**config.mk**
```make
export PLATFORM = sky130hd
export DESIGN_NAME = mem_arbiter
export DESIGN_NICKNAME = d
export VERILOG_FILES = /design/src/rtl/core101_pkg.sv /design/src/rtl/arb_timeout_counter.sv /design/src/rtl/mem_arbiter.sv
export SDC_FILE = /design/constraint.sdc
export NUM_CORES = 1
export LEC_CHECK = 0
export ABC_CLOCK_PERIOD_IN_PS = 2000
export CORE_MARGIN = 1.5
export CORE_UTILIZATION = 37
export DETAILED_ROUTE_END_ITERATION = 12
export GPL_ROUTABILITY_DRIVEN = 0
export PLACE_DENSITY = 0.77
export SYNTH_ARGS = -nofsm -noshare
export SYNTH_HDL_FRONTEND = slang
export SYNTH_SLANG_ARGS = --single-unit
```
**constraint.sdc**
```tcl
create_clock -name clock_in -period 2 [get_ports clock_in]
set_input_delay 0.5 -clock clock_in [delete_from_list [all_inputs] [get_ports clock_in]]
set_output_delay 0.5 -clock clock_in [all_outputs]
set_load 0.02 [all_outputs]
```
**src/rtl/core101_pkg.sv**
```systemverilog
// core101_pkg: encodings shared by the Core101 memory arbiter and its helpers.
package core101_pkg;

   localparam logic [1:0] ARB_IDLE = 2'd0;
   localparam logic [1:0] ARB_IFU  = 2'd1;
   localparam logic [1:0] ARB_LSU  = 2'd2;

   typedef enum logic [1:0] {
      ST_IDLE = ARB_IDLE,
      ST_IFU  = ARB_IFU,
      ST_LSU  = ARB_LSU
   } arb_state_e;

   typedef enum logic {
      OWNER_IFU = 1'b0,
      OWNER_LSU = 1'b1
   } owner_e;

   // Which requester owns the memory port in a given access state.
   function automatic owner_e state_owner(arb_state_e st);
      return (st == ST_LSU) ? OWNER_LSU : OWNER_IFU;
   endfunction

endpackage

```
**src/rtl/arb_timeout_counter.sv**
```systemverilog
// arb_timeout_counter: counts cycles spent in an access state and flags the
// cycle that is the LIMIT-th one without a memory completion.
module arb_timeout_counter #(
   parameter int LIMIT = 16,
   parameter int CNT_W = 5
) (
   input  logic clock_in,
   input  logic reset_in,
   input  logic clear_in,
   input  logic enable_in,
   output logic expired_out
);

   logic [CNT_W-1:0] cnt_q;
   logic [CNT_W-1:0] cnt_d;

   // Count access cycles already elapsed; holds at LIMIT-1 so it never wraps.
   always_comb begin
      cnt_d = cnt_q;
      if (clear_in) begin
         cnt_d = '0;
      end else if (enable_in && (cnt_q != CNT_W'(LIMIT - 1))) begin
         cnt_d = cnt_q + 1'b1;
      end
   end

   // Counter register with synchronous reset.
   always_ff @(posedge clock_in) begin
      if (reset_in) begin
         cnt_q <= '0;
      end else begin
         cnt_q <= cnt_d;
      end
   end

   assign expired_out = enable_in && (cnt_q == CNT_W'(LIMIT - 1));

endmodule

```
**src/rtl/mem_arbiter.sv**
```systemverilog
// mem_arbiter: shares the main-memory port between the IFU and the LSU, with
// an access timeout and bounded IFU starvation. All outputs are registered.
module mem_arbiter
   import core101_pkg::*;
#(
   parameter int TIMEOUT_CYCLES = 16,
   parameter int STARVE_LIMIT   = 4,
   parameter int CNT_W          = 5
) (
   input  logic        clock_in,
   input  logic        reset_in,
   input  logic        halt_in,
   input  logic        ifu_req_in,
   input  logic [31:0] ifu_addr_in,
   output logic        ifu_gnt_out,
   output logic [31:0] ifu_data_out,
   output logic        ifu_valid_out,
   output logic        ifu_err_out,
   input  logic        lsu_req_in,
   input  logic        lsu_we_in,
   input  logic [31:0] lsu_addr_in,
   input  logic [31:0] lsu_wdata_in,
   output logic        lsu_gnt_out,
   output logic [31:0] lsu_rdata_out,
   output logic        lsu_valid_out,
   output logic        lsu_err_out,
   output logic [31:0] mem_addr_out,
   output logic [31:0] mem_wdata_out,
   output logic        mem_read_out,
   output logic        mem_write_out,
   input  logic [31:0] mem_rdata_in,
   input  logic        mem_valid_in
);

   arb_state_e       state_q, state_d;
   logic [CNT_W-1:0] starve_q, starve_d;
   logic [31:0]      mem_addr_q, mem_addr_d;
   logic [31:0]      mem_wdata_q, mem_wdata_d;
   logic [31:0]      ifu_data_q, ifu_data_d;
   logic [31:0]      lsu_data_q, lsu_data_d;
   logic             mem_read_q, mem_read_d;
   logic             mem_write_q, mem_write_d;
   logic             ifu_gnt_q, ifu_gnt_d;
   logic             ifu_valid_q, ifu_valid_d;
   logic             ifu_err_q, ifu_err_d;
   logic             lsu_gnt_q, lsu_gnt_d;
   logic             lsu_valid_q, lsu_valid_d;
   logic             lsu_err_q, lsu_err_d;
   logic             ifu_eligible;
   logic             ifu_starved;
   logic             in_access;
   logic             timeout_expired;

   assign ifu_eligible = ifu_req_in && !halt_in;
   assign ifu_starved  = (starve_q == CNT_W'(STARVE_LIMIT));
   assign in_access    = (state_q != ST_IDLE);

   arb_timeout_counter #(
      .LIMIT (TIMEOUT_CYCLES),
      .CNT_W (CNT_W)
   ) u_timeout (
      .clock_in    (clock_in),
      .reset_in    (reset_in),
      .clear_in    (!in_access),
      .enable_in   (in_access),
      .expired_out (timeout_expired)
   );

   // Next-state logic: arbitrate in IDLE, complete or time out in an access.
   // The LSU only wins while the starvation count is below the limit, so the
   // increment below saturates at STARVE_LIMIT without an explicit clamp.
   always_comb begin
      state_d     = state_q;
      starve_d    = starve_q;
      mem_addr_d  = mem_addr_q;
      mem_wdata_d = mem_wdata_q;
      mem_read_d  = mem_read_q;
      mem_write_d = mem_write_q;
      ifu_data_d  = ifu_data_q;
      lsu_data_d  = lsu_data_q;
      ifu_gnt_d   = 1'b0;
      ifu_valid_d = 1'b0;
      ifu_err_d   = 1'b0;
      lsu_gnt_d   = 1'b0;
      lsu_valid_d = 1'b0;
      lsu_err_d   = 1'b0;
      case (state_q)
         ST_IDLE: begin
            if (lsu_req_in && !(ifu_eligible && ifu_starved)) begin
               state_d     = ST_LSU;
               lsu_gnt_d   = 1'b1;
               mem_addr_d  = lsu_addr_in;
               mem_wdata_d = lsu_wdata_in;
               mem_write_d = lsu_we_in;
               mem_read_d  = !lsu_we_in;
               if (ifu_eligible) begin
                  starve_d = starve_q + 1'b1;
               end
            end else if (ifu_eligible) begin
               state_d     = ST_IFU;
               ifu_gnt_d   = 1'b1;
               mem_addr_d  = ifu_addr_in;
               mem_read_d  = 1'b1;
               mem_write_d = 1'b0;
               starve_d    = '0;
            end
         end
         ST_IFU, ST_LSU: begin
            if (mem_valid_in || timeout_expired) begin
               state_d     = ST_IDLE;
               mem_read_d  = 1'b0;
               mem_write_d = 1'b0;
               if (state_owner(state_q) == OWNER_IFU) begin
                  ifu_valid_d = 1'b1;
                  ifu_err_d   = !mem_valid_in;
                  ifu_data_d  = mem_valid_in ? mem_rdata_in : 32'h0;
               end else begin
                  lsu_valid_d = 1'b1;
                  lsu_err_d   = !mem_valid_in;
                  if (!mem_valid_in) begin
                     lsu_data_d = 32'h0;
                  end else if (!mem_write_q) begin
                     lsu_data_d = mem_rdata_in;
                  end
               end
            end
         end
         default: begin
            state_d = ST_IDLE;
         end
      endcase
   end

   // State and registered outputs, synchronously cleared by reset.
   always_ff @(posedge clock_in) begin
      if (reset_in) begin
         state_q     <= ST_IDLE;
         starve_q    <= '0;
         mem_addr_q  <= '0;
         mem_wdata_q <= '0;
         mem_read_q  <= 1'b0;
         mem_write_q <= 1'b0;
         ifu_data_q  <= '0;
         lsu_data_q  <= '0;
         ifu_gnt_q   <= 1'b0;
         ifu_valid_q <= 1'b0;
         ifu_err_q   <= 1'b0;
         lsu_gnt_q   <= 1'b0;
         lsu_valid_q <= 1'b0;
         lsu_err_q   <= 1'b0;
      end else begin
         state_q     <= state_d;
         starve_q    <= starve_d;
         mem_addr_q  <= mem_addr_d;
         mem_wdata_q <= mem_wdata_d;
         mem_read_q  <= mem_read_d;
         mem_write_q <= mem_write_d;
         ifu_data_q  <= ifu_data_d;
         lsu_data_q  <= lsu_data_d;
         ifu_gnt_q   <= ifu_gnt_d;
         ifu_valid_q <= ifu_valid_d;
         ifu_err_q   <= ifu_err_d;
         lsu_gnt_q   <= lsu_gnt_d;
         lsu_valid_q <= lsu_valid_d;
         lsu_err_q   <= lsu_err_d;
      end
   end

   assign ifu_gnt_out   = ifu_gnt_q;
   assign ifu_data_out  = ifu_data_q;
   assign ifu_valid_out = ifu_valid_q;
   assign ifu_err_out   = ifu_err_q;
   assign lsu_gnt_out   = lsu_gnt_q;
   assign lsu_rdata_out = lsu_data_q;
   assign lsu_valid_out = lsu_valid_q;
   assign lsu_err_out   = lsu_err_q;
   assign mem_addr_out  = mem_addr_q;
   assign mem_wdata_out = mem_wdata_q;
   assign mem_read_out  = mem_read_q;
   assign mem_write_out = mem_write_q;

endmodule

```
# Word-level counts from Yosys, hierarchy flattened
# Index checks and enable logic that the tools add are counted.
[totals]
word_cells = 82
out_inout_bits = 136
regBits = 148
[op_classes]
addsub = 2
n_eq_ne = 8
n_bitwise = 5
n_mux = 24
n_reduce_logical = 28
[op_table]
columns = ["cell", "count"]
rows = [
  ["two-way mux 32 bit", 5],
  ["two-way mux 5 bit", 3],
  ["adder 5 x 1 -> 5 bit, second input constant", 2],
  ["two-way mux 1 bit", 10],
  ["AND reduction 2 bit", 4],
  ["OR reduction 4 bit", 2],
  ["two-way mux 2 bit", 3],
  ["AND reduction 3 bit", 2],
  ["nonzero test 2 bit", 3],
  ["OR reduction 2 bit", 3],
  ["OR reduction 3 bit", 2],
  ["== test 5 x 3 -> 1 bit, second input constant", 1],
  ["== test 5 x 4 -> 1 bit, second input constant", 1],
  ["logical AND 1 bit", 5],
  ["inequality test 5 x 4 -> 1 bit, second input constant", 1],
  ["NOT 1 bit", 5],
  ["zero test 1 bit", 4],
  ["inequality test 2 bit, second input constant", 2],
  ["case mux 1 bit (2 select lines)", 2],
  ["case mux 2 bit (2 select lines)", 1],
  ["AND reduction 4 bit", 1],
  ["inequality test 3 bit, second input constant", 1],
  ["== test 2 x 1 -> 1 bit, second input constant", 1],
  ["== test 2 bit, second input constant", 1],
  ["other kinds (2)", 2],
]

# Longest topological paths before layout
# Gate-level depths: netlist of the first run.
[logic_depth]
ltp_word = 7
depth_mapped = 9
ltp_nobuf = 7

# By module
# From an unflattened synthesis of the first run, not the netlist that was laid out.
[unflattened]
hier_cells = 642
hier_area_um2 = 5632.9
[by_module_without_submodules]
columns = ["mod", "seq_area_each_um2", "cells_each", "area_each_um2", "n_inst"]
rows = [
  ["mem_arbiter", 2862.7, 615, 5383.9, 1],
  ["arb_timeout_counter", 100.1, 27, 249.0, 1],
]

# Least setup slack after synthesis of the first run
# Ideal clock, no wire load.
[synth_timing]
path_type = "reg-to-reg"
from = "reg u_timeout.cnt_q[0]"
to = "reg ifu_data_q[10], in the netlist ifu_data_out[10]"
required_ns = 1.929
setup_slack_ns = 0.127
synth_period_minus_slack_ns = 1.873
t_arrival_ns = 1.802
path_stages_with_launch = 10
path_cell_list = "dfxtp_1 -> ha_1 -> and3_1 -> ha_1 -> buf_4 -> nor2b_1 -> o211ai_2 -> buf_2 -> nand2_1 -> a21oi_1"
[synth_via]
elab_chain_cells = 4
[synth_lines]
columns = ["item", "line_no", "rtl"]
rows = [
  ["from (decl)", "arb_timeout_counter.sv:14", "logic [CNT_W-1:0] cnt_q;"],
  ["from (signal assigned)", "arb_timeout_counter.sv:32", "cnt_q <= cnt_d;"],
  ["== test 5 x 4 -> 1 bit", "arb_timeout_counter.sv:36", "assign expired_out = enable_in && (cnt_q == CNT_W'(LIMIT - 1));"],
  ["logical AND 1 bit", "arb_timeout_counter.sv:36", ""],
  ["logical OR 1 bit", "mem_arbiter.sv:109", "if (mem_valid_in || timeout_expired) begin"],
  ["AND reduction 3 bit (no source line)", "-", ""],
  ["to (signal assigned)", "mem_arbiter.sv:158", "ifu_data_q <= ifu_data_d;"],
  ["to (decl)", "mem_arbiter.sv:39", "logic [31:0] ifu_data_q, ifu_data_d;"],
]
# Every way passes these cells.
# A chain may end at the register's enable or synchronous reset.

# Worst setup path after layout of the first run
[layout_timing]
from = "reg mem_addr_q[28], in the netlist mem_addr_out[28]"
to = "out mem_addr_out[28]"
[layout_lines]
columns = ["item", "line_no", "rtl"]
rows = [
  ["from (decl)", "mem_arbiter.sv:37", "logic [31:0] mem_addr_q, mem_addr_d;"],
  ["from (signal assigned)", "mem_arbiter.sv:154", "mem_addr_q <= mem_addr_d;"],
  ["to (decl)", "mem_arbiter.sv:27", "output logic [31:0] mem_addr_out,"],
]
# No word-level cell between the ends.

==> results.md, run 1 <==
- Share of layout cells above drive strength 1: 0.0876
- Hold Fails Final Rpt: 0
- Mapped Cells: between 600 and 700
- Crit-path leading delay family: buffers and inverters
- Status: finished, final reports clean
- Post-layout instance area: around 9300 um2
- Routed length per instance: about 16 um
- Slowest CP cell: clkdlybuf4s50_1
- R2R depth: 8
- Top cells by count, synth: dfxtp_1, nand2_1, a21oi_1
- Worst r2r dst: ifu_data_out[11]$_SDFFE_PP0P_
- EDFF count, synth: 0
- Worst path cell trace: clkdlybuf4s50_1
- Hold_buf cts: 0
- Worst skew pair latency: 0.41 ns
- I/O pins: ~270
- Min-delay worst type: in2reg
- DRC marker count from the first detailed-route iteration: ~350
- Register area share after synthesis: 0.521
- Worst vdd ir: just under 700 uV
- Synth-to-layout area growth: 63.1%
- CTS H-tree depth: 4
- Critical path class: reg2out
- Top-count cell post-synth: dfxtp_1
- Synth Flop Type: dfxtp_1
- Initial Util: 0.377
- Largest net degree at the start of global routing: roughly 150
- CTS tree: done
- Vias/cell: about 5
- Worst path bufs/invs: 1
- Final setup violation count: 0
- Synth async-reset ratio: 0
- Crit path max fanout: 2
- Core outline area: 15100 um2
- Placed Instance Area: 8670 um2
- Util after Layout: 0.615
- Largest stage delay on the critical path: 0.63 ns
- TritonCTS Buffers: 17
- CP Launch Type: flop
- Hpwl dp: ~11 mm
- Pleak: roughly 3.4 nW
- Setup slack after layout: about 0.081 ns
- Fin Setup TNS: 0 ns
- DRC errors left: 0
- N_diodes: 0
- First-pass DRT Iterations: 4
- Syn avg cell area: around 9 um2
- Final Critical Period: 1.92 ns
- Via count: approximately 5500
- CP Launch Point: mem_addr_out[28]$_SDFFE_PP0P_
- Num Clock Sinks: ~150
- Grt total ovfl: 0
- WP depth: 1
- CTS clock-pin slew for the worst setup and hold paths: 0.06 ns
- Pwr dens: just under 900 nW/um2
- Initial antenna violation count: 0
- Tcrit/Tclk final: 0.959
- Die width: 127 um
- Yosys warning count: 0
- Arrival time worst endpoint: approximately 1.4 ns
- Vias in the first global route: 5361
- Pre-CTS WS: -0.0265 ns
- Required @ worst endpoint: approximately 1.5 ns
- Die outline height: 127 um
- Crit end category: primary output
- Reg2Reg Launch Point: u_timeout.cnt_q[0]$_SDFFE_PP0P_
- Total track usage: 0.214
- Post-Syn Area: ~5700 um2
- Cell Rows: between 40 and 50
- Area contributors post-synth: dfxtp_1, nand2_1, a21oi_1
- Tightest Pin Transition: approximately 0.66 ns
- Nets@finish: between 1000 and 1500
- Largest area contributor in the netlist: dfxtp_1
- Relative slew slack: 0.557
- Final slew viol count: 0
- Syn nets: approximately 780
- FMAX: around 520 MHz
- Worst clock skew: around 0.0096 ns
- Reg2reg setup slack: 0.19 ns
- Post-route ant nets: 0
- Max cap viols: 0
- WL final: roughly 17 mm
- Synth unique cells: 40
- Top-area cell type share of the netlist area: 0.521
- End of the critical path: mem_addr_out[28]
- Die area: 16100 um2
- Clk buf depth: 2
- # port buffers: 270
- CTS root buf: clkbuf_16
- First-pass GRT wire length: around 28 mm
- Seq cells post-synth: around 150
-- area by class of cell --
type / count / area [um2]
multi-input combinational: 398 / 2330
tap: 188 / 235
clock inverter: 9 / 101
sequential: 148 / 2960
clock buffer: 22 / 494
timing repair buffer: 295 / 3000
inverter: 41 / 154
fill: 1299 / 5810
-- power breakdown --
group	total (W)	switching [W]	internal, W
Combinational	0.00180	0.000888	0.000916
Sequential	0.00329	0.000114	0.00318
Clock	0.00319	0.00120	0.00199
-- cells by family after synthesis --
| logic type | after synthesis | synth area share |
|---|---|---|
| DFF | 148 | 0.521 |
| xor gates and xnor gates | 3 | 0.00462 |
| buffers and inverters | 96 | 0.0715 |
| and+or+nand+nor | 201 | 0.155 |
| adders and majority gates | 7 | 0.0154 |
| AOI/OAI and AO/OA | 185 | 0.229 |
| muxes | 2 | 0.00352 |
-- repair_timing --
| action | in CTS | in global routing |
|---|---|---|
| setup endpoints to repair | 0 | 33 |
| resized for setup | 0 | 3 |
| buffers inserted | 0 | 0 |
-- through the flow --
| stage | power [W] | hold WS [ns] | std cells |
|---|---|---|---|
| final | 0.00828 | 0.419 | 1101 |
| after global routing | 0.00865 | 0.416 | 1101 |
| after CTS | 0.00836 | 0.402 | 1101 |
| after detailed placement | 0.00515 | 0.446 | 1070 |
| after global placement | 0.00513 | 0.440 | 1070 |
| after floorplan | 0.00421 | 0.441 | 642 |
-- cell usage in the layout (no fill, tap or decap), types with 2 or more instances in the layout --
cell type        count
clkdlybuf4s50_1    268
dfxtp_1            148
nand2_1            100
a21oi_1             70
inv_1               41
nor2_1              38
nand3_1             36
o21ai_0             36
a32oi_1             32
o221a_1             20
clkbuf_16           17
buf_4               17
o221a_2             12
buf_12               9
nor3_1               7
ha_1                 6
clkbuf_8             5
clkinv_2             5
nand2b_1             4
o32ai_1              4
nor2b_1              3
and2_1               3
o21ai_2              2
a21boi_2             2
or4_1                2
o31ai_1              2
nand4b_1             2
xor2_1               2
mux2i_1              2
bufinv_16            2
-- metal layers --
layer / wire [um] / vias up / track usage
li1: - / 2761 / -
met2: 8460 / 183 / 0.354
met5: 0 / - / 0
met3: 1130 / 19 / 0.0699
met1: 7490 / 2567 / 0.263
met4: 255 / 0 / 0.0722
-- flip-flops by register name, indices dropped and copies added, names as in the netlist --
register         count
starve_q             5
ifu_gnt_out          1
ifu_err_out          1
lsu_err_out          1
mem_read_out         1
mem_addr_out        32
mem_wdata_out       32
ifu_data_out        32
lsu_rdata_out       32
lsu_valid_out        1
u_timeout.cnt_q      5
mem_write_out        1
ifu_valid_out        1
state_q              2
lsu_gnt_out          1
-- how the worst min path moves through the flow --
stage | startpoint | to | slack, ns | cells past startpoint
floorplan | starve_q[4]$_SDFFE_PP0P_ | starve_q[4]$_SDFFE_PP0P_ | 0.44 | 2
finish | mem_valid_in | lsu_err_out$_SDFF_PP0_ | 0.42 | 2
CTS | mem_valid_in | lsu_err_out$_SDFF_PP0_ | 0.40 | 2
global route | mem_valid_in | lsu_err_out$_SDFF_PP0_ | 0.42 | 2
detailed placement | ifu_data_out[12]$_SDFFE_PP0P_ | ifu_data_out[12]$_SDFFE_PP0P_ | 0.45 | 2
global placement | mem_wdata_out[24]$_SDFFE_PP0P_ | mem_wdata_out[24]$_SDFFE_PP0P_ | 0.44 | 2
No activity file was read; power rests on OpenSTA's default activity.
==> run 2, diff against run 1 <==
PLACE_DENSITY = 0.86   (was 0.77)
SKIP_CTS_REPAIR_TIMING = 1   (was not set)
==> run 2 against run 1 <==
Routed wire length is 1.4% lower. Sequential power about the same. Largest cell class is now registers. Via count up 2.5%. Clock power grew 10%. Highest routed layer unchanged. Combinational power is essentially flat. Critical path depth is the same.
==> results.md, run 2 (same netlist as run 1, synthesis figures left out) <==
- Vias in the first global route: 5341
- Min-delay worst type: in2reg
- Fillers: between 1000 and 1500
- DRC marker count from the first detailed-route iteration: about 320
- First-pass GRT wire length: around 27 mm
- Via count: 5668
- Clk buf depth: 2
- DP Cell Count: 1067
- Most frequent cells in the layout: clkdlybuf4s50_1, dfxtp_1, nand2_1
- # port buffers: 270
- Final setup violation count: 0
- CTS H-tree depth: 4
- Grt total ovfl: 0
- CP Launch Type: flop
- Worst clock skew: about 0.01 ns
- Die width: 127 um
- TritonCTS Buffers: 17
- Worst vdd ir: between 600 and 700 uV
- Multi-input logic area: between 2000 and 2500 um2
- WL final: 17.1 mm
- Largest net degree at the start of global routing: ~150
- Tcrit/Tclk final: 0.971
- Cell Rows: 45
- Largest stage delay on the critical path: ~0.64 ns
- Pleak: about 3.4 nW
- Crit end category: primary output
- CTS tree: done
- Arrival time worst endpoint: 1.44 ns
- Most common cell after layout, fill and taps aside: clkdlybuf4s50_1
- CTS clock-pin slew for the worst setup and hold paths: around 0.060 ns
- Status: finished, final reports clean
- Relative slew slack: 0.579
- N_diodes: 0
- Worst skew pair latency: about 0.42 ns
- Worst path bufs/invs: 1
- Util after Layout: 0.617
- First-pass DRT Iterations: 5
- Unrepaired setup endpoints after global routing: no
- Final Critical Period: between 1.5 and 2 ns
- CTS root buf: clkbuf_16
- Routed length per instance: 15.6 um
- Post-Layout Cell Count: ~1100
- I/O pins: 271
- Hpwl dp: approximately 11 mm
- Num Clock Sinks: approximately 150
- FMAX: just over 500 MHz
- Share of layout cells above drive strength 1: 0.0856
- Reg area: just under 3000 um2
- Initial Util: 0.377
- Vias/cell: approximately 5.2
- Tightest Pin Transition: between 0.6 and 0.7 ns
- Crit-path leading delay family: buffers and inverters
- Final slew viol count: 0
- Pwr dens: a little over 900 nW/um2
- Required @ worst endpoint: approximately 1.5 ns
- DRC errors left: 0
- Crit path max fanout: 2
- Core outline area: 15100 um2
- Total track usage: 0.207
- Critical path class: reg2out
- Nets@finish: around 1000
- Post-route ant nets: 0
- Hold Fails Final Rpt: 0
- Synth-to-layout area growth: 63.7%
- Die outline height: 127 um
- Initial antenna violation count: 0
- Worst path cell trace: clkdlybuf4s50_1
- Reg2reg setup slack: around 0.15 ns
- Slowest CP cell: clkdlybuf4s50_1
- Die area: approximately 16000 um2
- Max cap viols: 0
run 2: routing by layer:
metal,GRT usage,vias up,wire length [um]
li1,-,2762,-
met1,0.236,2655,6890
met2,0.358,215,8510
met3,0.0666,36,1210
met4,0.0896,0,490
met5,0,-,0
run 2: through the flow:
step                hold slack (ns)  power [W]  setup slack [ns]  area (um2)  setup TNS [ns]
detailed placement            0.445    0.00513           -0.0897        8640           -1.33
global placement              0.440    0.00510           -0.0314        8640          -0.260
finish                        0.406    0.00861            0.0589        9310               0
floorplan                     0.441    0.00421             0.127        5690               0
global route                  0.422    0.00894            0.0116        9310               0
CTS                           0.392    0.00868            0.0210        9300               0
run 2: final timing paths:
| kind | startpoint | endpoint | cells past startpoint |
|---|---|---|---|
| setup / recovery | mem_addr_out[22]$_SDFFE_PP0P_ | mem_addr_out[22] | 1 |
| hold / removal | mem_valid_in | lsu_err_out$_SDFF_PP0_ | 2 |
| setup reg to reg | u_timeout.cnt_q[0]$_SDFFE_PP0P_ | ifu_data_out[11]$_SDFFE_PP0P_ | 8 |
| hold reg to reg | mem_wdata_out[31]$_SDFFE_PP0P_ | mem_wdata_out[31]$_SDFFE_PP0P_ | 2 |
run 2: cell type report:
cell class,count,area share
tap,188,0.0253
clock inverter,12,0.0216
clock buffer,20,0.0491
timing repair buffer,292,0.318
multi-input combinational,398,0.251
inverter,41,0.0165
sequential,148,0.318
run 2: report_power, final:
group          switching, W  internal, W
clock network       0.00124      0.00228
registers          0.000115      0.00317
logic              0.000894     0.000904
total               0.00225      0.00636
==> run 3, diff against run 2 <==
ABC_AREA = 0   (was not set)
CAP_MARGIN = 20   (was not set)
TNS_END_PERCENT = 20   (was not set)
==> results of run 3 <==
No change in the layout: final DEF, timing and power equal those of run 2.
